<file path="src/rtl/axil_master_pkg.sv">
// rtl/axil_master_pkg.sv - shared FSM encoding, response codes and accelerator register map
package axil_master_pkg;

  typedef enum logic [2:0] {
    IDLE         = 3'd0,
    WR_ADDR_DATA = 3'd1,
    WR_RESP      = 3'd2,
    RD_ADDR      = 3'd3,
    RD_DATA      = 3'd4,
    RESP         = 3'd5
  } state_e;

  localparam logic [1:0] RESP_OKAY   = 2'b00;
  localparam logic [1:0] RESP_EXOKAY = 2'b01;
  localparam logic [1:0] RESP_SLVERR = 2'b10;
  localparam logic [1:0] RESP_DECERR = 2'b11;

  // Matrix-multiply accelerator register offsets
  localparam logic [7:0] REG_CTRL   = 8'h00;
  localparam logic [7:0] REG_STATUS = 8'h04;
  localparam logic [7:0] REG_DIM_M  = 8'h08;
  localparam logic [7:0] REG_DIM_K  = 8'h0C;
  localparam logic [7:0] REG_DIM_N  = 8'h10;
  localparam logic [7:0] REG_ADDR   = 8'h14;
  localparam logic [7:0] REG_WDATA  = 8'h18;
  localparam logic [7:0] REG_RDATA  = 8'h1C;

endpackage

</file>
<file path="src/rtl/axil_master_if.sv">
// rtl/axil_master_if.sv - AXI4-Lite bus bundle with master and slave views
interface axil_master_if #(
  parameter int ADDR_W = 8,
  parameter int DATA_W = 32
);
  logic [ADDR_W-1:0]   awaddr;
  logic [2:0]          awprot;
  logic                awvalid;
  logic                awready;
  logic [DATA_W-1:0]   wdata;
  logic [DATA_W/8-1:0] wstrb;
  logic                wvalid;
  logic                wready;
  logic [1:0]          bresp;
  logic                bvalid;
  logic                bready;
  logic [ADDR_W-1:0]   araddr;
  logic [2:0]          arprot;
  logic                arvalid;
  logic                arready;
  logic [DATA_W-1:0]   rdata;
  logic [1:0]          rresp;
  logic                rvalid;
  logic                rready;

  modport master (
    output awaddr, awprot, awvalid, input awready,
    output wdata, wstrb, wvalid, input wready,
    input bresp, bvalid, output bready,
    output araddr, arprot, arvalid, input arready,
    input rdata, rresp, rvalid, output rready
  );

  modport slave (
    input awaddr, awprot, awvalid, output awready,
    input wdata, wstrb, wvalid, output wready,
    output bresp, bvalid, input bready,
    input araddr, arprot, arvalid, output arready,
    output rdata, rresp, rvalid, input rready
  );
endinterface

</file>
<file path="src/rtl/axil_master_watchdog.sv">
// rtl/axil_master_watchdog.sv - stall counter that expires after LIMIT cycles without a handshake
module axil_master_watchdog #(
  parameter int LIMIT = 1024
) (
  input  logic clk_i,
  input  logic rst_i,
  input  logic run_i,
  input  logic clear_i,
  output logic expire_o
);
  localparam int CW = (LIMIT > 1) ? $clog2(LIMIT) : 1;

  logic [CW-1:0] cnt_q, cnt_d;

  // A handshake in the final cycle counts as progress and wins over expiry
  assign expire_o = run_i && !clear_i && (cnt_q == CW'(LIMIT - 1));

  always_comb begin
    cnt_d = cnt_q;
    if (!run_i || clear_i) begin
      cnt_d = '0;
    end else if (!expire_o) begin
      cnt_d = cnt_q + CW'(1);
    end
  end

  always_ff @(posedge clk_i or posedge rst_i) begin
    if (rst_i) begin
      cnt_q <= '0;
    end else begin
      cnt_q <= cnt_d;
    end
  end
endmodule

</file>
<file path="src/rtl/axil_master_engine.sv">
// rtl/axil_master_engine.sv - single-outstanding AXI4-Lite initiator; AXIL_MASTER_TIMEOUT_EN adds a watchdog
module axil_master_engine
  import axil_master_pkg::*;
#(
  parameter int C_M00_AXI_ADDR_WIDTH = 8,
  parameter int C_M00_AXI_DATA_WIDTH = 32,
  parameter int TIMEOUT_CYCLES       = 1024
) (
  input  logic                                m00_axi_aclk,
  input  logic                                m00_axi_areset,
  input  logic                                cmd_valid,
  output logic                                cmd_ready,
  input  logic                                cmd_write,
  input  logic [C_M00_AXI_ADDR_WIDTH-1:0]     cmd_addr,
  input  logic [C_M00_AXI_DATA_WIDTH-1:0]     cmd_wdata,
  input  logic [C_M00_AXI_DATA_WIDTH/8-1:0]   cmd_wstrb,
  output logic                                rsp_valid,
  input  logic                                rsp_ready,
  output logic [C_M00_AXI_DATA_WIDTH-1:0]     rsp_rdata,
  output logic [1:0]                          rsp_resp,
  output logic                                rsp_timeout,
  axil_master_if.master                       m00_axi
);
  localparam int AW = C_M00_AXI_ADDR_WIDTH;
  localparam int DW = C_M00_AXI_DATA_WIDTH;
  localparam int SW = DW / 8;

  state_e          state_q, state_d;
  logic            cmd_ready_q, cmd_ready_d;
  logic            awvalid_q, awvalid_d, wvalid_q, wvalid_d, bready_q, bready_d;
  logic            arvalid_q, arvalid_d, rready_q, rready_d;
  logic            rsp_valid_q, rsp_valid_d, timeout_q, timeout_d;
  logic [AW-1:0]   addr_q, addr_d;
  logic [DW-1:0]   wdata_q, wdata_d, rdata_q, rdata_d;
  logic [SW-1:0]   wstrb_q, wstrb_d;
  logic [1:0]      resp_q, resp_d;
  logic            aw_hs, w_hs, b_hs, ar_hs, r_hs, hs_any, busy, expire;

  assign aw_hs  = awvalid_q & m00_axi.awready;
  assign w_hs   = wvalid_q & m00_axi.wready;
  assign b_hs   = bready_q & m00_axi.bvalid;
  assign ar_hs  = arvalid_q & m00_axi.arready;
  assign r_hs   = rready_q & m00_axi.rvalid;
  assign hs_any = aw_hs | w_hs | b_hs | ar_hs | r_hs;
  assign busy   = (state_q != IDLE) && (state_q != RESP);

`ifdef AXIL_MASTER_TIMEOUT_EN
  axil_master_watchdog #(.LIMIT(TIMEOUT_CYCLES)) u_watchdog (
    .clk_i    (m00_axi_aclk),
    .rst_i    (m00_axi_areset),
    .run_i    (busy),
    .clear_i  (hs_any),
    .expire_o (expire)
  );
`else
  logic unused_cfg;
  assign expire     = 1'b0;
  assign unused_cfg = ^{busy, hs_any, 32'(TIMEOUT_CYCLES)};
`endif

  always_comb begin
    state_d     = state_q;
    cmd_ready_d = cmd_ready_q;
    awvalid_d   = awvalid_q;
    wvalid_d    = wvalid_q;
    bready_d    = bready_q;
    arvalid_d   = arvalid_q;
    rready_d    = rready_q;
    rsp_valid_d = rsp_valid_q;
    timeout_d   = timeout_q;
    addr_d      = addr_q;
    wdata_d     = wdata_q;
    wstrb_d     = wstrb_q;
    rdata_d     = rdata_q;
    resp_d      = resp_q;
    if (expire) begin
      // Abandon the hung slave: drop every valid/ready and report SLVERR
      awvalid_d   = 1'b0;
      wvalid_d    = 1'b0;
      bready_d    = 1'b0;
      arvalid_d   = 1'b0;
      rready_d    = 1'b0;
      rsp_valid_d = 1'b1;
      timeout_d   = 1'b1;
      resp_d      = RESP_SLVERR;
      rdata_d     = '0;
      state_d     = RESP;
    end else begin
      case (state_q)
        IDLE: begin
          if (cmd_valid && cmd_ready_q) begin
            cmd_ready_d = 1'b0;
            addr_d      = cmd_addr;
            wdata_d     = cmd_wdata;
            wstrb_d     = cmd_wstrb;
            if (cmd_write) begin
              awvalid_d = 1'b1;
              wvalid_d  = 1'b1;
              state_d   = WR_ADDR_DATA;
            end else begin
              arvalid_d = 1'b1;
              state_d   = RD_ADDR;
            end
          end
        end
        WR_ADDR_DATA: begin
          if (aw_hs) awvalid_d = 1'b0;
          if (w_hs)  wvalid_d  = 1'b0;
          if ((aw_hs || !awvalid_q) && (w_hs || !wvalid_q)) begin
            bready_d = 1'b1;
            state_d  = WR_RESP;
          end
        end
        WR_RESP: begin
          if (b_hs) begin
            bready_d    = 1'b0;
            resp_d      = m00_axi.bresp;
            rdata_d     = '0;
            timeout_d   = 1'b0;
            rsp_valid_d = 1'b1;
            state_d     = RESP;
          end
        end
        RD_ADDR: begin
          if (ar_hs) begin
            arvalid_d = 1'b0;
            rready_d  = 1'b1;
            state_d   = RD_DATA;
          end
        end
        RD_DATA: begin
          if (r_hs) begin
            rready_d    = 1'b0;
            resp_d      = m00_axi.rresp;
            rdata_d     = m00_axi.rdata;
            timeout_d   = 1'b0;
            rsp_valid_d = 1'b1;
            state_d     = RESP;
          end
        end
        RESP: begin
          if (rsp_ready) begin
            rsp_valid_d = 1'b0;
            cmd_ready_d = 1'b1;
            state_d     = IDLE;
          end
        end
        default: state_d = IDLE;
      endcase
    end
  end

  always_ff @(posedge m00_axi_aclk or posedge m00_axi_areset) begin
    if (m00_axi_areset) begin
      state_q     <= IDLE;
      cmd_ready_q <= 1'b1;
      awvalid_q   <= 1'b0;
      wvalid_q    <= 1'b0;
      bready_q    <= 1'b0;
      arvalid_q   <= 1'b0;
      rready_q    <= 1'b0;
      rsp_valid_q <= 1'b0;
      timeout_q   <= 1'b0;
      addr_q      <= '0;
      wdata_q     <= '0;
      wstrb_q     <= '0;
      rdata_q     <= '0;
      resp_q      <= '0;
    end else begin
      state_q     <= state_d;
      cmd_ready_q <= cmd_ready_d;
      awvalid_q   <= awvalid_d;
      wvalid_q    <= wvalid_d;
      bready_q    <= bready_d;
      arvalid_q   <= arvalid_d;
      rready_q    <= rready_d;
      rsp_valid_q <= rsp_valid_d;
      timeout_q   <= timeout_d;
      addr_q      <= addr_d;
      wdata_q     <= wdata_d;
      wstrb_q     <= wstrb_d;
      rdata_q     <= rdata_d;
      resp_q      <= resp_d;
    end
  end

  assign cmd_ready       = cmd_ready_q;
  assign rsp_valid       = rsp_valid_q;
  assign rsp_rdata       = rdata_q;
  assign rsp_resp        = resp_q;
  assign rsp_timeout     = timeout_q;
  assign m00_axi.awaddr  = addr_q;
  assign m00_axi.awprot  = 3'b000;
  assign m00_axi.awvalid = awvalid_q;
  assign m00_axi.wdata   = wdata_q;
  assign m00_axi.wstrb   = wstrb_q;
  assign m00_axi.wvalid  = wvalid_q;
  assign m00_axi.bready  = bready_q;
  assign m00_axi.araddr  = addr_q;
  assign m00_axi.arprot  = 3'b000;
  assign m00_axi.arvalid = arvalid_q;
  assign m00_axi.rready  = rready_q;
endmodule

</file>
<file path="src/flat_wrapper.sv">
// flat-port wrapper written by rule: the top's interface ports become plain ports
module axil_master_engine_flat import axil_master_pkg::*;
#(
  parameter int C_M00_AXI_ADDR_WIDTH = 8,
  parameter int C_M00_AXI_DATA_WIDTH = 32,
  parameter int TIMEOUT_CYCLES       = 1024
)
  (m00_axi_aclk, m00_axi_areset, cmd_valid, cmd_ready, cmd_write, cmd_addr, cmd_wdata, cmd_wstrb, rsp_valid, rsp_ready, rsp_rdata, rsp_resp, rsp_timeout, m00_axi_awaddr, m00_axi_awprot, m00_axi_awvalid, m00_axi_awready, m00_axi_wdata, m00_axi_wstrb, m00_axi_wvalid, m00_axi_wready, m00_axi_bresp, m00_axi_bvalid, m00_axi_bready, m00_axi_araddr, m00_axi_arprot, m00_axi_arvalid, m00_axi_arready, m00_axi_rdata, m00_axi_rresp, m00_axi_rvalid, m00_axi_rready);
  axil_master_if m00_axi_i ();
  input  logic m00_axi_aclk;
  input  logic m00_axi_areset;
  input  logic cmd_valid;
  output logic cmd_ready;
  input  logic cmd_write;
  input  logic [C_M00_AXI_ADDR_WIDTH-1:0] cmd_addr;
  input  logic [C_M00_AXI_DATA_WIDTH-1:0] cmd_wdata;
  input  logic [C_M00_AXI_DATA_WIDTH/8-1:0] cmd_wstrb;
  output logic rsp_valid;
  input  logic rsp_ready;
  output logic [C_M00_AXI_DATA_WIDTH-1:0] rsp_rdata;
  output logic [1:0] rsp_resp;
  output logic rsp_timeout;
  output wire logic [$bits(m00_axi_i.awaddr)-1:0] m00_axi_awaddr;
  output wire logic [$bits(m00_axi_i.awprot)-1:0] m00_axi_awprot;
  output wire logic [$bits(m00_axi_i.awvalid)-1:0] m00_axi_awvalid;
  input wire logic [$bits(m00_axi_i.awready)-1:0] m00_axi_awready;
  output wire logic [$bits(m00_axi_i.wdata)-1:0] m00_axi_wdata;
  output wire logic [$bits(m00_axi_i.wstrb)-1:0] m00_axi_wstrb;
  output wire logic [$bits(m00_axi_i.wvalid)-1:0] m00_axi_wvalid;
  input wire logic [$bits(m00_axi_i.wready)-1:0] m00_axi_wready;
  input wire logic [$bits(m00_axi_i.bresp)-1:0] m00_axi_bresp;
  input wire logic [$bits(m00_axi_i.bvalid)-1:0] m00_axi_bvalid;
  output wire logic [$bits(m00_axi_i.bready)-1:0] m00_axi_bready;
  output wire logic [$bits(m00_axi_i.araddr)-1:0] m00_axi_araddr;
  output wire logic [$bits(m00_axi_i.arprot)-1:0] m00_axi_arprot;
  output wire logic [$bits(m00_axi_i.arvalid)-1:0] m00_axi_arvalid;
  input wire logic [$bits(m00_axi_i.arready)-1:0] m00_axi_arready;
  input wire logic [$bits(m00_axi_i.rdata)-1:0] m00_axi_rdata;
  input wire logic [$bits(m00_axi_i.rresp)-1:0] m00_axi_rresp;
  input wire logic [$bits(m00_axi_i.rvalid)-1:0] m00_axi_rvalid;
  output wire logic [$bits(m00_axi_i.rready)-1:0] m00_axi_rready;
  assign m00_axi_awaddr = m00_axi_i.awaddr;
  assign m00_axi_awprot = m00_axi_i.awprot;
  assign m00_axi_awvalid = m00_axi_i.awvalid;
  assign m00_axi_i.awready = m00_axi_awready;
  assign m00_axi_wdata = m00_axi_i.wdata;
  assign m00_axi_wstrb = m00_axi_i.wstrb;
  assign m00_axi_wvalid = m00_axi_i.wvalid;
  assign m00_axi_i.wready = m00_axi_wready;
  assign m00_axi_i.bresp = m00_axi_bresp;
  assign m00_axi_i.bvalid = m00_axi_bvalid;
  assign m00_axi_bready = m00_axi_i.bready;
  assign m00_axi_araddr = m00_axi_i.araddr;
  assign m00_axi_arprot = m00_axi_i.arprot;
  assign m00_axi_arvalid = m00_axi_i.arvalid;
  assign m00_axi_i.arready = m00_axi_arready;
  assign m00_axi_i.rdata = m00_axi_rdata;
  assign m00_axi_i.rresp = m00_axi_rresp;
  assign m00_axi_i.rvalid = m00_axi_rvalid;
  assign m00_axi_rready = m00_axi_i.rready;
  axil_master_engine #(.C_M00_AXI_ADDR_WIDTH(C_M00_AXI_ADDR_WIDTH), .C_M00_AXI_DATA_WIDTH(C_M00_AXI_DATA_WIDTH), .TIMEOUT_CYCLES(TIMEOUT_CYCLES)) u_core (.m00_axi_aclk(m00_axi_aclk), .m00_axi_areset(m00_axi_areset), .cmd_valid(cmd_valid), .cmd_ready(cmd_ready), .cmd_write(cmd_write), .cmd_addr(cmd_addr), .cmd_wdata(cmd_wdata), .cmd_wstrb(cmd_wstrb), .rsp_valid(rsp_valid), .rsp_ready(rsp_ready), .rsp_rdata(rsp_rdata), .rsp_resp(rsp_resp), .rsp_timeout(rsp_timeout), .m00_axi(m00_axi_i));
endmodule
</file>
<file path="config.mk">
export PLATFORM = sky130hd
export DESIGN_NAME = axil_master_engine_flat
export DESIGN_NICKNAME = d
export VERILOG_FILES = /design/src/rtl/axil_master_pkg.sv /design/src/rtl/axil_master_if.sv /design/src/rtl/axil_master_watchdog.sv /design/src/rtl/axil_master_engine.sv /design/src/flat_wrapper.sv
export SDC_FILE = /design/constraint.sdc
export NUM_CORES = 1
export LEC_CHECK = 0
export BUFFER_PORTS_ARGS = -buffer_cell sky130_fd_sc_hd__buf_4
export CAP_MARGIN = 20
export CORE_AREA = 2 2 88 98
export DETAILED_ROUTE_END_ITERATION = 10
export DIE_AREA = 0 0 90 100
export PLACE_DENSITY_LB_ADDON = 0.2
export SETUP_SLACK_MARGIN = 0.4
export SYNTH_ARGS = -nofsm -noshare
export SYNTH_HDL_FRONTEND = slang
export SYNTH_HIERARCHICAL = 1
export SYNTH_SLANG_ARGS = --single-unit
</file>
<file path="constraint.sdc">
create_clock -name m00_axi_aclk -period 6.1 [get_ports m00_axi_aclk]
set_input_delay 0.915 -clock m00_axi_aclk [delete_from_list [all_inputs] [get_ports m00_axi_aclk]]
set_output_delay 0.915 -clock m00_axi_aclk [all_outputs]
set_load 0.01 [all_outputs]
</file>
# Word level (Yosys, flattened, before mapping)
# Index checks and enable logic that the tools add are counted.
# totals
mem_bits_ro,0
n_memories,0
mem_bits_rw,0
input_bits,90
latch_bits,0
regBits,89
# op_classes
n_eq_ne,15
n_addsub,0
order_cmp,0
n_mux,38
mul,0
bitwise_logic,5
div_mod_pow,0
n_reduce_logical,24
shift,0
# op_table
operator,n
32-bit two-way mux,2
32-bit one-hot mux with 2 select lines,1
3-bit two-way mux,6
3-bit one-hot mux with 6 select lines,1
1-bit two-way mux,16
4-bit AND reduction,4
2-bit by 1-bit inequality test with 1-bit output (second input constant),7
1-bit one-hot mux with 2 select lines,7
3-bit AND reduction,4
2-bit nonzero test,6
3-bit by 2-bit == test with 1-bit output (second input constant),2
3-bit == test (second input constant),2
2-bit two-way mux,3
2-bit inequality test (second input constant),3
6-bit AND reduction,1
1-bit AND,5
2-bit one-hot mux with 2 select lines,1
3-bit by 1-bit == test with 1-bit output (second input constant),1
3-bit logical NOT,1
1-bit one-hot mux with 3 select lines,1
3-bit nonzero test,1
1-bit logical AND,2
1-bit logical NOT,2
1-bit logical OR,2
2-bit AND reduction,1

# Longest topological paths before layout
# Gate-level depths: netlist of the first run.
# depth
ltp_word,5
mapped_depth,7
mapped_depth_nobuf,4

# Least setup slack after synthesis of the first run
# Ideal clock, no wire load.
# synth_timing
path_type,input port to flip-flop
from,input port cmd_valid
to,register u_core.addr_q[7] (netlist: u_core/m00_axi.araddr[7])
path_stages,4
n_path_buf,1
t_arrival_ns,1.925
slack_ns,4.050
path_cell_list,nand2_1 nor4_4 buf_6 mux2_4
# synth_via
elab_chain_len,2
# synth_rtl
element,line,source
"start, declared",flat_wrapper.sv:12,input logic cmd_valid;
1-bit logical AND,axil_master_engine.sv:91,if (cmd_valid && cmd_ready_q) begin
2-bit AND reduction (no line),n/a,
"end signal, assigned",axil_master_engine.sv:179,addr_q <= addr_d;
"end, declared",axil_master_engine.sv:33,"logic [AW-1:0] addr_q, addr_d;"
# No other way between the ends.
# A chain may end at the register's enable or synchronous reset.

# Worst setup path in the final report of the first run
# layout_timing
from,register u_core.state_q[0]
to,register u_core.rdata_q[15] (netlist: u_core/rsp_rdata[15])
# layout_via
elab_chain_len,3
elab_cells_between_ends,7
# layout_rtl
element,line,source
"start, declared",axil_master_engine.sv:28,"state_e state_q, state_d;"
"start signal, assigned",axil_master_engine.sv:170,state_q <= state_d;
3-bit == test or 3-bit by 2-bit == test with 1-bit output (tied branches),axil_master_engine.sv:89,case (state_q)
2-bit by 1-bit inequality test with 1-bit output (no line) or 2-bit nonzero test (tied branches),n/a,
3-bit AND reduction (no line),n/a,
"end signal, assigned",axil_master_engine.sv:182,rdata_q <= rdata_d;
"end, declared",axil_master_engine.sv:34,"logic [DW-1:0] wdata_q, wdata_d, rdata_q, rdata_d;"
# Several ways; a longest one is shown, not always the timed one.

==> run_results.csv, run 1 <==
group,metric,value,unit
sta,hold_viol_final,0,
logic_synthesis,synth_edf_count,0,
clock_network,cts_sinks,88,
logic_synthesis,synth_commonest_cells,"87 x dfrtp_1, 80 x nand2_1, 40 x o21ai_0, 25 x mux2_2, 20 x mux2_4",
detailed_routing,viasPerCell,4.735,
critical_path,max_stage_delay,0.85,ns
clock_network,clockBufferDepth,2,
global_routing,grt_usage,19.38,%
clock_network,post_cts_buffers,0,
die,rows,35,
detailed_routing,wl_per_cell,14.12,um
detailed_routing,first_pass_iters,4,
logic_synthesis,yosys-top-cells-area,"dfrtp_1 57%, mux2_4 7.9%, nand2_1 7.9%",
clock_network,clk_pin_slew,0.09,ns
detailed_routing,vias,2926,
logic_synthesis,synth_top_cell_by_area,"dfrtp_1",
sta,worst_slew_pin_slew,1.020,ns
sta,period_share,34.57,%
logic_synthesis,synth-simple-area-share,11.69,%
die,die-area,0.009000,sq mm
global_routing,antenna_found_initial,0,
power,finalPower,1.074,mW
power,p_per_area,199.7,mW/mm^2
critical_path,r2r_start,"u_core/state_q[0]$_DFFE_PP0P_",
critical_path,crit_cells,2,
die,top_level_ports,190,
worst_hold_path,hold_path_class,"reg2reg",
logic_synthesis,synth.distinct_cells,32,
job,cap_violations,0,
logic_synthesis,yosysWarnings,6,
final_layout,post-route-util,65.99,%
critical_path,critical-path-slowest-cell,"a21o_2",
die,coreArea,0.008145,sq mm
sta,maxSlewViolCount,0,
final_layout,n_antenna_cell,0,
critical_path,critPathRequiredTime,6.28,ns
clock_network,cts_resized,0,
logic_synthesis,synth_cells,334,
logic_synthesis,ys_async_sr_fraction,100.0,%
critical_path,worstSetupStartpointType,"flip-flop",
global_routing,grt_max_degree,89,
sta,slew_headroom,32.02,%
sta,setup_viol,0,
sta,tns,0,ns
power,power_leakage,2.751,nW
placement,place_area,0.005137,sq mm
die,start_util,46.91,%
critical_path,path_cells,"a21o_2 > o21ai_0",
critical_path,path_max_fanout,69,
clock_network,cts_buffers,9,
final_layout,num-nets-final,592,
final_layout,syn_to_final_growth,40.67,%
die,die_x,90,um
critical_path,cp_top_family,"compound AO/OA/AOI/OAI gates",
sta,period_needed,2.108,ns
logic_synthesis,avgSynthCellArea,11.44,sq um
logic_synthesis,synthAdderAreaFrac,0,%
critical_path,timing.critical_path.buf_inv,0,
logic_synthesis,synth_mux_area_share,15.75,%
placement,dpl.hpwl,6.175,mm
logic_synthesis,ys_ff_latch,88,
placement,portBuffers,182,
sta,rsz0062_at_grt,"no",
logic_synthesis,netlist_area,0.003821,sq mm
clock_network,cts_tree,"done",
detailed_routing,drt_wl_total,8.725,mm
clock_network,clk_latency,0.35,ns
clock_network,cts_root_buf,"clkbuf_8",
critical_path,regToRegEndpoint,"u_core/rsp_rdata[15]$_DFFE_PP0P_",
clock_network,cts_hold_buf,0,
worst_hold_path,min_from,"u_core/rsp_rdata[0]$_DFFE_PP0P_",
detailed_routing,drc_errors,0,
worst_hold_path,whs_endpoint,"u_core/rsp_rdata[0]$_DFFE_PP0P_",
sta,clock_skew,0.01346,ns
worst_hold_path,hold_depth,2,
logic_synthesis,yosysMostFrequentCell,"dfrtp_1",
sta,max_freq,0.4743,GHz
detailed_routing,drt_iter0_markers,70,
final_layout,fillers,668,
logic_synthesis,synth_ff_type,"dfrtp_1",
critical_path,ff2ff_path_depth,2,
final_layout,stdcell_area,0.005375,sq mm
critical_path,r2r_slack,3.99,ns
die,dieHeight,100,um
critical_path,setup.worst_path.end_class,"flip-flop",
critical_path,crit_arrival,2.29,ns
logic_synthesis,ys_seq_area_share,57.66,%
global_routing,overflow,0,
critical_path,worst-setup-path-type,"reg2reg",
clock_network,h-tree-depth,3,
logic_synthesis,synth_top_cell_area_share,56.97,%
logic_synthesis,synth_top_family_by_area,"multiplexers",
global_routing,grt_pass1_vias,2781,
outcome,outcome,"completed",
power,max-vdd-ir-drop,0.1266,mV
logic_synthesis,synth-xor-area-share,0,%
detailed_routing,postRouteAntennaNets,0,
global_routing,grt_first_pass_wirelength,13.86,mm
placement,routabilityCongestion,0.7884,
final_layout,drive_gt1_share,49.51,%
logic_synthesis,synth_compound_area_share,8.350,%
[layout by cell type, fill, tap and decap left out, drive strengths merged]
| master | n |
|---|---|
| buf | 186 |
| dfrtp | 87 |
| nand2 | 80 |
| mux2 | 45 |
| o21ai | 40 |
| clkbuf | 11 |
| a21oi | 8 |
| nor2 | 8 |
| conb | 7 |
| nor2b | 6 |
| clkinv | 3 |
| bufinv | 2 |
| nand4b | 2 |
| mux2i | 2 |
| nand3b | 2 |
| a31oi | 2 |
| a41oi | 2 |
| inv | 2 |
| nor4 | 2 |
| a21o | 1 |
| nor3 | 1 |
| a31o | 1 |
| a22oi | 1 |
| a211oi | 1 |
| nor3b | 1 |
| o221ai | 1 |
| a32oi | 1 |
| nand2b | 1 |
| dfstp | 1 |
[state kept, by name (all words and copies together) (netlist names)]
register,count
u_core/cmd_ready,1
u_core/m00_axi.araddr,8
u_core/m00_axi.arvalid,1
u_core/m00_axi.awvalid,1
u_core/m00_axi.bready,1
u_core/m00_axi.rready,1
u_core/m00_axi.wdata,32
u_core/m00_axi.wstrb,4
u_core/m00_axi.wvalid,1
u_core/rsp_rdata,32
u_core/rsp_resp,2
u_core/rsp_valid,1
u_core/state_q,3
[cell type report]
| type | instances | area (sq um) | area share, % |
|---|---|---|---|
| Clock inverter | 5 | 78.83 | 1.466 |
| Multi-Input combinational cell | 215 | 1398 | 26.00 |
| Tap cell | 111 | 138.9 | 2.584 |
| Sequential cell | 88 | 2203 | 40.99 |
| Timing Repair Buffer | 186 | 1416 | 26.35 |
| Inverter | 2 | 8.758 | 0.1629 |
| Clock buffer | 11 | 131.4 | 2.444 |
[tightest hold or removal path, cell delays in order, from the launching register on]
cell and delay (ns):
dfrtp_1 0.35, nand2_1 0.04, o21ai_0 0.06
[metal layers]
layer | vias up | GRT usage (%) | share of wire, %
met1 | 1368 | 25.89 | 43
met3 | 8 | 4.730 | 6.7
li1 | 1433 | - | -
met4 | 0 | 7.101 | 1.3
met2 | 117 | 31.17 | 49
met5 | - | 0 | 0
[metrics by stage]
step	hold WS [ns]	instances	setup WS, ns
6_report	0.4820	618	3.992
5_1_grt	0.5145	618	3.764
4_1_cts	0.4887	617	3.990
3_5_place_dp	0.4711	601	3.686
3_3_place_gp	0.4620	601	3.706
2_1_floorplan	0.5162	340	2.908
[logic make-up after synthesis]
kind of cell | after synthesis
AND/OR/NAND/NOR | 103
other | 1
AO/OA/AOI/OAI | 58
buffers and inverters | 37
flip-flops | 88
multiplexers | 47
[worst max-delay path by stage]
stage	start	endpoint
6_report	u_core/state_q[0]$_DFFE_PP0P_	u_core/rsp_rdata[15]$_DFFE_PP0P_
5_1_grt	u_core/state_q[0]$_DFFE_PP0P_	u_core/rsp_rdata[18]$_DFFE_PP0P_
4_1_cts	u_core/state_q[1]$_DFFE_PP0P_	u_core/rsp_rdata[15]$_DFFE_PP0P_
3_5_place_dp	cmd_valid	u_core/m00_axi.araddr[5]$_DFFE_PP0P_
3_3_place_gp	cmd_valid	u_core/m00_axi.wdata[8]$_DFFE_PP0P_
2_1_floorplan	m00_axi_areset	u_core/m00_axi.araddr[0]$_DFFE_PP0P_
[power breakdown]
| group | switching [mW] | internal (mW) | total [mW] | leakage [nW] |
|---|---|---|---|---|
| sequential | 0 | 0.583 | 0.583 | 1.22 |
| combinational | 0.0235 | 0.0390 | 0.0625 | 1.42 |
| clock | 0.197 | 0.231 | 0.428 | 0.108 |
| total | 0.220 | 0.853 | 1.07 | 2.75 |
Note: power is estimated with default switching activity, not from simulation.
==> inputs of run 2 (changes only) <==
--- a/config.mk
+++ b/config.mk
@@ -5,11 +5,12 @@
 export SDC_FILE = /design/constraint.sdc
 export NUM_CORES = 1
 export LEC_CHECK = 0
+export ABC_AREA = 1
 export BUFFER_PORTS_ARGS = -buffer_cell sky130_fd_sc_hd__buf_4
 export CAP_MARGIN = 20
-export CORE_AREA = 2 2 88 98
+export CORE_AREA = 2 2 95 106
 export DETAILED_ROUTE_END_ITERATION = 10
-export DIE_AREA = 0 0 90 100
+export DIE_AREA = 0 0 97 108
 export PLACE_DENSITY_LB_ADDON = 0.2
 export SETUP_SLACK_MARGIN = 0.4
 export SYNTH_ARGS = -nofsm -noshare
==> constraint.sdc (replaced) <==
create_clock -name m00_axi_aclk -period 1.9 [get_ports m00_axi_aclk]
set_input_delay 0.285 -clock m00_axi_aclk [delete_from_list [all_inputs] [get_ports m00_axi_aclk]]
set_output_delay 0.285 -clock m00_axi_aclk [all_outputs]
set_load 0.01 [all_outputs]
==> run_results.csv, run 2 <==
group,metric,value,unit
final_layout,final_cell_mix,"233 x nand2_1, 189 x buf_4, 84 x dfrtp_1",
sta,hold_viol_final,0,
logic_synthesis,avgSynthCellArea,8.610,sq um
final_layout,n_antenna_cell,0,
die,dieHeight,108,um
sta,max_freq,0.6728,GHz
logic_synthesis,synth.distinct_cells,26,
power,max-vdd-ir-drop,0.7189,mV
logic_synthesis,yosysMostFrequentCell,"nand2_1",
logic_synthesis,synth_top_cell_by_area,"dfrtp_1",
global_routing,grt_pass1_vias,3257,
sta,slew_headroom,61.77,%
critical_path,critPathRequiredTime,2.17,ns
placement,placedCellCount,715,
critical_path,crit_arrival,1.76,ns
clock_network,h-tree-depth,3,
worst_hold_path,min_from,"cmd_wdata[30]",
clock_network,cts_tree,"done",
logic_synthesis,synth_cells,439,
power,comb_power_share,50.2,%
critical_path,setup.worst_path.end_class,"flip-flop",
critical_path,regToRegEndpoint,"u_core/rsp_rdata[1]$_DFFE_PP0P_",
critical_path,ff2ff_path_depth,7,
sta,period_needed,1.486,ns
sta,rsz0062_at_grt,"yes",
detailed_routing,first_pass_iters,4,
critical_path,path_max_fanout,9,
placement,dpl.hpwl,7.184,mm
job,cap_violations,0,
power,p_per_area,1624,mW/mm^2
final_layout,drive_gt1_share,39.94,%
critical_path,r2r_slack,0.41,ns
placement,pre_cts_ws,0.2221,ns
power,p_sw_share,38.58,%
clock_network,cts_buffers,9,
logic_synthesis,synth_commonest_cells,"238 x nand2_1, 87 x dfrtp_1, 24 x o21ai_1, 15 x buf_4, 12 x buf_2",
die,die_x,97,um
final_layout,fin_cells,748,
clock_network,cts_root_buf,"clkbuf_8",
logic_synthesis,synth_edf_count,0,
worst_hold_path,hold_path_class,"in2reg",
sta,setup_viol,0,
global_routing,grt_max_degree,46,
power,p_seq_share,35.1,%
clock_network,clockBufferDepth,2,
detailed_routing,postRouteAntennaNets,0,
detailed_routing,viasPerCell,4.687,
detailed_routing,wl_per_cell,14.41,um
clock_network,cts_sinks,88,
sta,worst_slew_pin_slew,0.5723,ns
sta,fin_ws,0.4136,ns
final_layout,regArea,0.002207,sq mm
global_routing,grt_first_pass_wirelength,15.81,mm
detailed_routing,drt_iter0_markers,157,
placement,portBuffers,182,
final_layout,syn_to_final_growth,50.65,%
die,rows,37,
power,switchingPower,3.568,mW
logic_synthesis,ys_ff_latch,88,
worst_hold_path,whs_endpoint,"u_core/m00_axi.wdata[30]$_DFFE_PP0P_",
clock_network,clk_latency,0.35,ns
power,clkPwrFrac,14.7,%
worst_hold_path,hold_depth,3,
critical_path,worstSetupStartpointType,"flip-flop",
detailed_routing,vias,3506,
final_layout,num-nets-final,716,
detailed_routing,drt_wl_total,10.78,mm
critical_path,r2r_start,"u_core/state_q[1]$_DFFE_PP0P_",
global_routing,antenna_found_initial,0,
outcome,outcome,"completed",
final_layout,fillers,843,
logic_synthesis,synth_ff_type,"dfrtp_1",
detailed_routing,drc_errors,0,
sta,period_share,78.23,%
die,top_level_ports,190,
die,coreArea,0.009305,sq mm
die,start_util,40.62,%
final_layout,final_common_cell,"nand2_1",
logic_synthesis,netlist_area,0.003780,sq mm
logic_synthesis,yosysWarnings,6,
power,p_int,5.682,mW
logic_synthesis,yosys-top-cells-area,"dfrtp_1 58%, nand2_1 24%, o21ai_1 3.2%",
logic_synthesis,synth_top_cell_area_share,57.60,%
sta,tns,0,ns
placement,routabilityCongestion,0.9220,
final_layout,multiInputGateArea,0.001350,sq mm
sta,clock_skew,0.01256,ns
global_routing,overflow,0,
power,power_leakage,3.072,nW
logic_synthesis,ys_seq_area_share,58.29,%
sta,maxSlewViolCount,0,
sta,hold-worst-slack,0.1257,ns
logic_synthesis,ys_async_sr_fraction,100.0,%
die,die-area,0.01048,sq mm
clock_network,clk_pin_slew,0.09,ns
global_routing,grt_usage,19.02,%
critical_path,worst-setup-path-type,"reg2reg",
-- run 2: cell families (layout without fill, tap and decap cells) --
logic type	after synthesis	in the layout	share of synthesized area, %
DFF	88	88	58.29
other	1	7	0.09921
buffers and inverters	46	232	7.514
and+or+nand+nor	261	261	27.18
AOI/OAI and AO/OA	43	43	6.918
-- run 2: final cells by class --
| class | count | area share, % |
|---|---|---|
| Multi-Input combinational cell | 311 | 23.71 |
| Inverter | 11 | 1.011 |
| Timing Repair Buffer | 205 | 30.19 |
| Clock inverter | 5 | 1.099 |
| Tap cell | 117 | 2.571 |
| Clock buffer | 11 | 2.659 |
| Sequential cell | 88 | 38.76 |
-- run 2: how the worst max path moves through the flow --
| stage | from | to | slack, ns | cells after the start |
|---|---|---|---|---|
| 2_1_floorplan | u_core/state_q[0]$_DFFE_PP0P_ | u_core/rsp_rdata[10]$_DFFE_PP0P_ | 0.52 | 9 |
| 3_3_place_gp | u_core/state_q[2]$_DFFE_PP0P_ | u_core/m00_axi.araddr[0]$_DFFE_PP0P_ | 0.33 | 6 |
| 3_5_place_dp | u_core/state_q[2]$_DFFE_PP0P_ | u_core/m00_axi.wstrb[3]$_DFFE_PP0P_ | 0.22 | 6 |
| 4_1_cts | u_core/state_q[0]$_DFFE_PP0P_ | u_core/rsp_rdata[3]$_DFFE_PP0P_ | 0.40 | 7 |
| 5_1_grt | u_core/state_q[0]$_DFFE_PP0P_ | u_core/rsp_rdata[28]$_DFFE_PP0P_ | 0.34 | 9 |
| 6_report | u_core/state_q[1]$_DFFE_PP0P_ | u_core/rsp_rdata[1]$_DFFE_PP0P_ | 0.41 | 7 |
-- run 2: power by group through the flow --
stage	Sequential (mW)	Combinational, mW	Clock (mW)
after floorplan	3.53	1.85	0
after global placement	3.23	3.74	0
after detailed placement	3.26	3.83	0
after CTS	3.25	3.95	1.41
after global routing	3.36	5.01	1.49
final	3.24	4.64	1.36
-- run 2: timing repair --
| item | in CTS | in global routing |
|---|---|---|
| setup buffers | 0 | 8 |
| endpoints found under the setup margin | 76 | 64 |
| hold buffers | 1 | 0 |
| endpoints found under the hold margin | 21 | 0 |
| gates cloned | 1 | 7 |
| pin swaps | 0 | 3 |
| resized for setup | 8 | 15 |
-- run 2: stage by stage --
stage	util (%)	total power, mW	cell area, sq um
after floorplan	-	5.380	3806
after global placement	55.33	6.968	5149
after detailed placement	55.33	7.087	5149
after CTS	58.24	8.609	5419
after global routing	61.19	9.855	5694
final	61.19	9.250	5694
-- run 2: worst max-delay path, stage by stage (launching register included) --
cell and delay, ns:
dfrtp_2 0.45, buf_6 0.13, nand4_1 0.24, nand3_4 0.15, buf_12 0.17, clkbuf_16 0.17
nand2_1 0.05, o21ai_1 0.07
-- run 2: per-layer routing --
metal | up-vias | global-route usage, % | routed length (um)
met5 | - | 0 | 0
met4 | 0 | 8.551 | 208
met3 | 16 | 4.072 | 618
met2 | 122 | 33.43 | 5630
met1 | 1652 | 22.58 | 4322
li1 | 1716 | - | -
==> inputs of run 3 (changes only) <==
==> constraint.sdc (replaced) <==
create_clock -name m00_axi_aclk -period 1.32 [get_ports m00_axi_aclk]
set_input_delay 0.198 -clock m00_axi_aclk [delete_from_list [all_inputs] [get_ports m00_axi_aclk]]
set_output_delay 0.198 -clock m00_axi_aclk [all_outputs]
set_load 0.01 [all_outputs]
==> run_results.csv, run 3 (same netlist as run 2, synthesis figures left out) <==
group,metric,value,unit
outcome,outcome,"finished, violations left",
outcome,failed_checks,"negative setup slack",
die,dieHeight,108,um
power,clkPwrFrac,10.6,%
final_layout,post-route-util,78.36,%
sta,maxSlewViolCount,0,
placement,portBuffers,182,
detailed_routing,first_pass_iters,4,
power,switchingPower,6.601,mW
critical_path,max_stage_delay,0.49,ns
power,max-vdd-ir-drop,1.144,mV
power,p_seq_share,28.9,%
sta,fin_ws,-0.1753,ns
die,die_x,97,um
global_routing,grt_first_pass_wirelength,18.64,mm
final_layout,num-nets-final,808,
final_layout,final_common_cell,"nand2_1",
detailed_routing,drc_errors,0,
final_layout,syn_to_final_growth,92.92,%
sta,setup_viol,86,
critical_path,timing.critical_path.buf_inv,3,
power,comb_power_share,60.5,%
critical_path,crit_start,"u_core/state_q[1]$_DFFE_PP0P_",
global_routing,grt_pass1_vias,3833,
worst_hold_path,min_from,"cmd_wdata[26]",
die,die-area,0.01048,sq mm
critical_path,worstSetupStartpointType,"flip-flop",
die,top_level_ports,190,
critical_path,path_cells,"inv_4 > nand3_4 > nand2_4 > buf_12 > nand3_4 > clkbuf_16 > nand2_4 > o21ai_2",
sta,period_share,113.3,%
sta,max_freq,0.6688,GHz
global_routing,antenna_found_initial,0,
critical_path,critPathRequiredTime,1.56,ns
sta,hold_viol_final,0,
detailed_routing,drt_iter0_markers,170,
placement,dpl.hpwl,7.253,mm
detailed_routing,wl_per_cell,16.75,um
clock_network,clk_pin_slew,0.09,ns
final_layout,drive_gt1_share,58.09,%
sta,rsz0062_at_grt,"yes",
critical_path,setup.worst_path.end_class,"flip-flop",
detailed_routing,postRouteAntennaNets,0,
global_routing,grt_max_degree,55,
worst_hold_path,hold_path_class,"in2reg",
clock_network,clockBufferDepth,2,
final_layout,stdcell_area,0.007292,sq mm
power,p_int,10.56,mW
detailed_routing,viasPerCell,4.819,
sta,tns,-9.412,ns
clock_network,cts_tree,"done",
placement,place_area,0.005345,sq mm
critical_path,path_max_fanout,6,
clock_network,h-tree-depth,3,
global_routing,grt_usage,22.35,%
final_layout,n_antenna_cell,0,
critical_path,crit_arrival,1.74,ns
detailed_routing,drt_wl_total,14.07,mm
power,power_leakage,3.748,nW
detailed_routing,vias,4048,
final_layout,final_cell_mix,"171 x nand2_1, 165 x buf_4, 103 x buf_6",
critical_path,cp_top_family,"flip-flops",
critical_path,r2r_start,"u_core/state_q[1]$_DFFE_PP0P_",
clock_network,cts_sinks,88,
critical_path,worst-setup-path-type,"reg2reg",
placement,routabilityCongestion,0.8005,
clock_network,cts_buffers,9,
job,cap_violations,0,
clock_network,clk_latency,0.35,ns
global_routing,overflow,0,
die,rows,37,
sta,clock_skew,0.008053,ns
power,p_per_area,2354,mW/mm^2
critical_path,critical-path-slowest-cell,"dfrtp_2",
power,p_sw_share,38.46,%
clock_network,cts_root_buf,"clkbuf_8",
sta,period_needed,1.495,ns
die,coreArea,0.009305,sq mm
die,start_util,40.62,%
[run 3: changes by cell type in the layout (fill, tap and decap cells not counted), sizes merged]
| cell | before | now |
|---|---|---|
| buf | 198 | 280 |
| dlygate4sd3 | 1 | 3 |
| inv | 11 | 15 |
| nand3 | 10 | 11 |
| dlymetal6s2s | 1 | 0 |
| clkinvlp | 3 | 2 |
| clkbuf | 16 | 21 |
[run 3: area by class of cell]
cell class	instances	area, sq um
repair buffers	291	2887
flip-flops and latches	88	2206
fillers	606	2013
multi-input cells	312	1725
well taps	117	146.4
clock buffers	13	138.9
repair inverters	5	75.07
inverters	11	71.32
clock inverters	3	42.54
[run 3: path summary, 6_finish.rpt]
kind | cells after the start | end | slack [ns]
setup / recovery | 8 | u_core/rsp_rdata[27]$_DFFE_PP0P_ | -0.18
hold / removal | 3 | u_core/m00_axi.wdata[26]$_DFFE_PP0P_ | 0.04
setup reg to reg | 8 | u_core/rsp_rdata[27]$_DFFE_PP0P_ | -0.18
hold reg to reg | 2 | u_core/cmd_ready$_DFFE_PP1P_ | 0.50
max in group asynchronous | 4 | u_core/m00_axi.wdata[13]$_DFFE_PP0P_ | 0.50
min in group asynchronous | 3 | u_core/m00_axi.wdata[2]$_DFFE_PP0P_ | 0.42
[run 3: timing repair]
action                                  4_1_cts  5_1_grt
endpoints found under the hold margin         9        0
gates cloned                                  8       14
pin swaps                                    12       23
setup buffers                                38       29
hold buffers                                  3        0
endpoints found under the setup margin      181      181
gates resized for setup                     142       89
[run 3: power by group through the flow]
stage               clock, mW  combinational (mW)  sequential (mW)
detailed placement          0                6.03             4.67
global placement            0                5.92             4.64
global route             1.97                11.0             5.08
floorplan                   0                2.84             5.10
CTS                      1.85                7.95             4.83
finish                   1.82                10.4             4.96
[run 3: through the flow]
step | worst slack [ns] | total power [mW] | std cells | hold slack (ns)
4_1_cts | -0.08532 | 14.63 | 797 | 0.01934
3_3_place_gp | -0.07007 | 10.56 | 732 | 0.1886
2_1_floorplan | 0.0003745 | 7.943 | 445 | 0.3034
6_report | -0.1753 | 17.16 | 840 | 0.04015
3_5_place_dp | -0.09496 | 10.70 | 732 | 0.1901
5_1_grt | -0.2161 | 18.04 | 840 | 0.02036
[run 3: worst register-to-register path, stage by stage, from the launching register on]
cell,delay [ns]
dfrtp_2,0.49
inv_4,0.10
nand3_4,0.11
nand2_4,0.13
buf_12,0.11
nand3_4,0.13
clkbuf_16,0.20
nand2_4,0.06
o21ai_2,0.06
[run 3: metal layers]
| layer | part of all wire, % | vias up | global-route usage (%) |
|---|---|---|---|
| li1 | - | 1910 | - |
| met1 | 37 | 1954 | 26.56 |
| met2 | 55 | 161 | 41.17 |
| met3 | 5.4 | 23 | 3.491 |
| met4 | 2.3 | 0 | 8.149 |
| met5 | 0 | - | 0 |
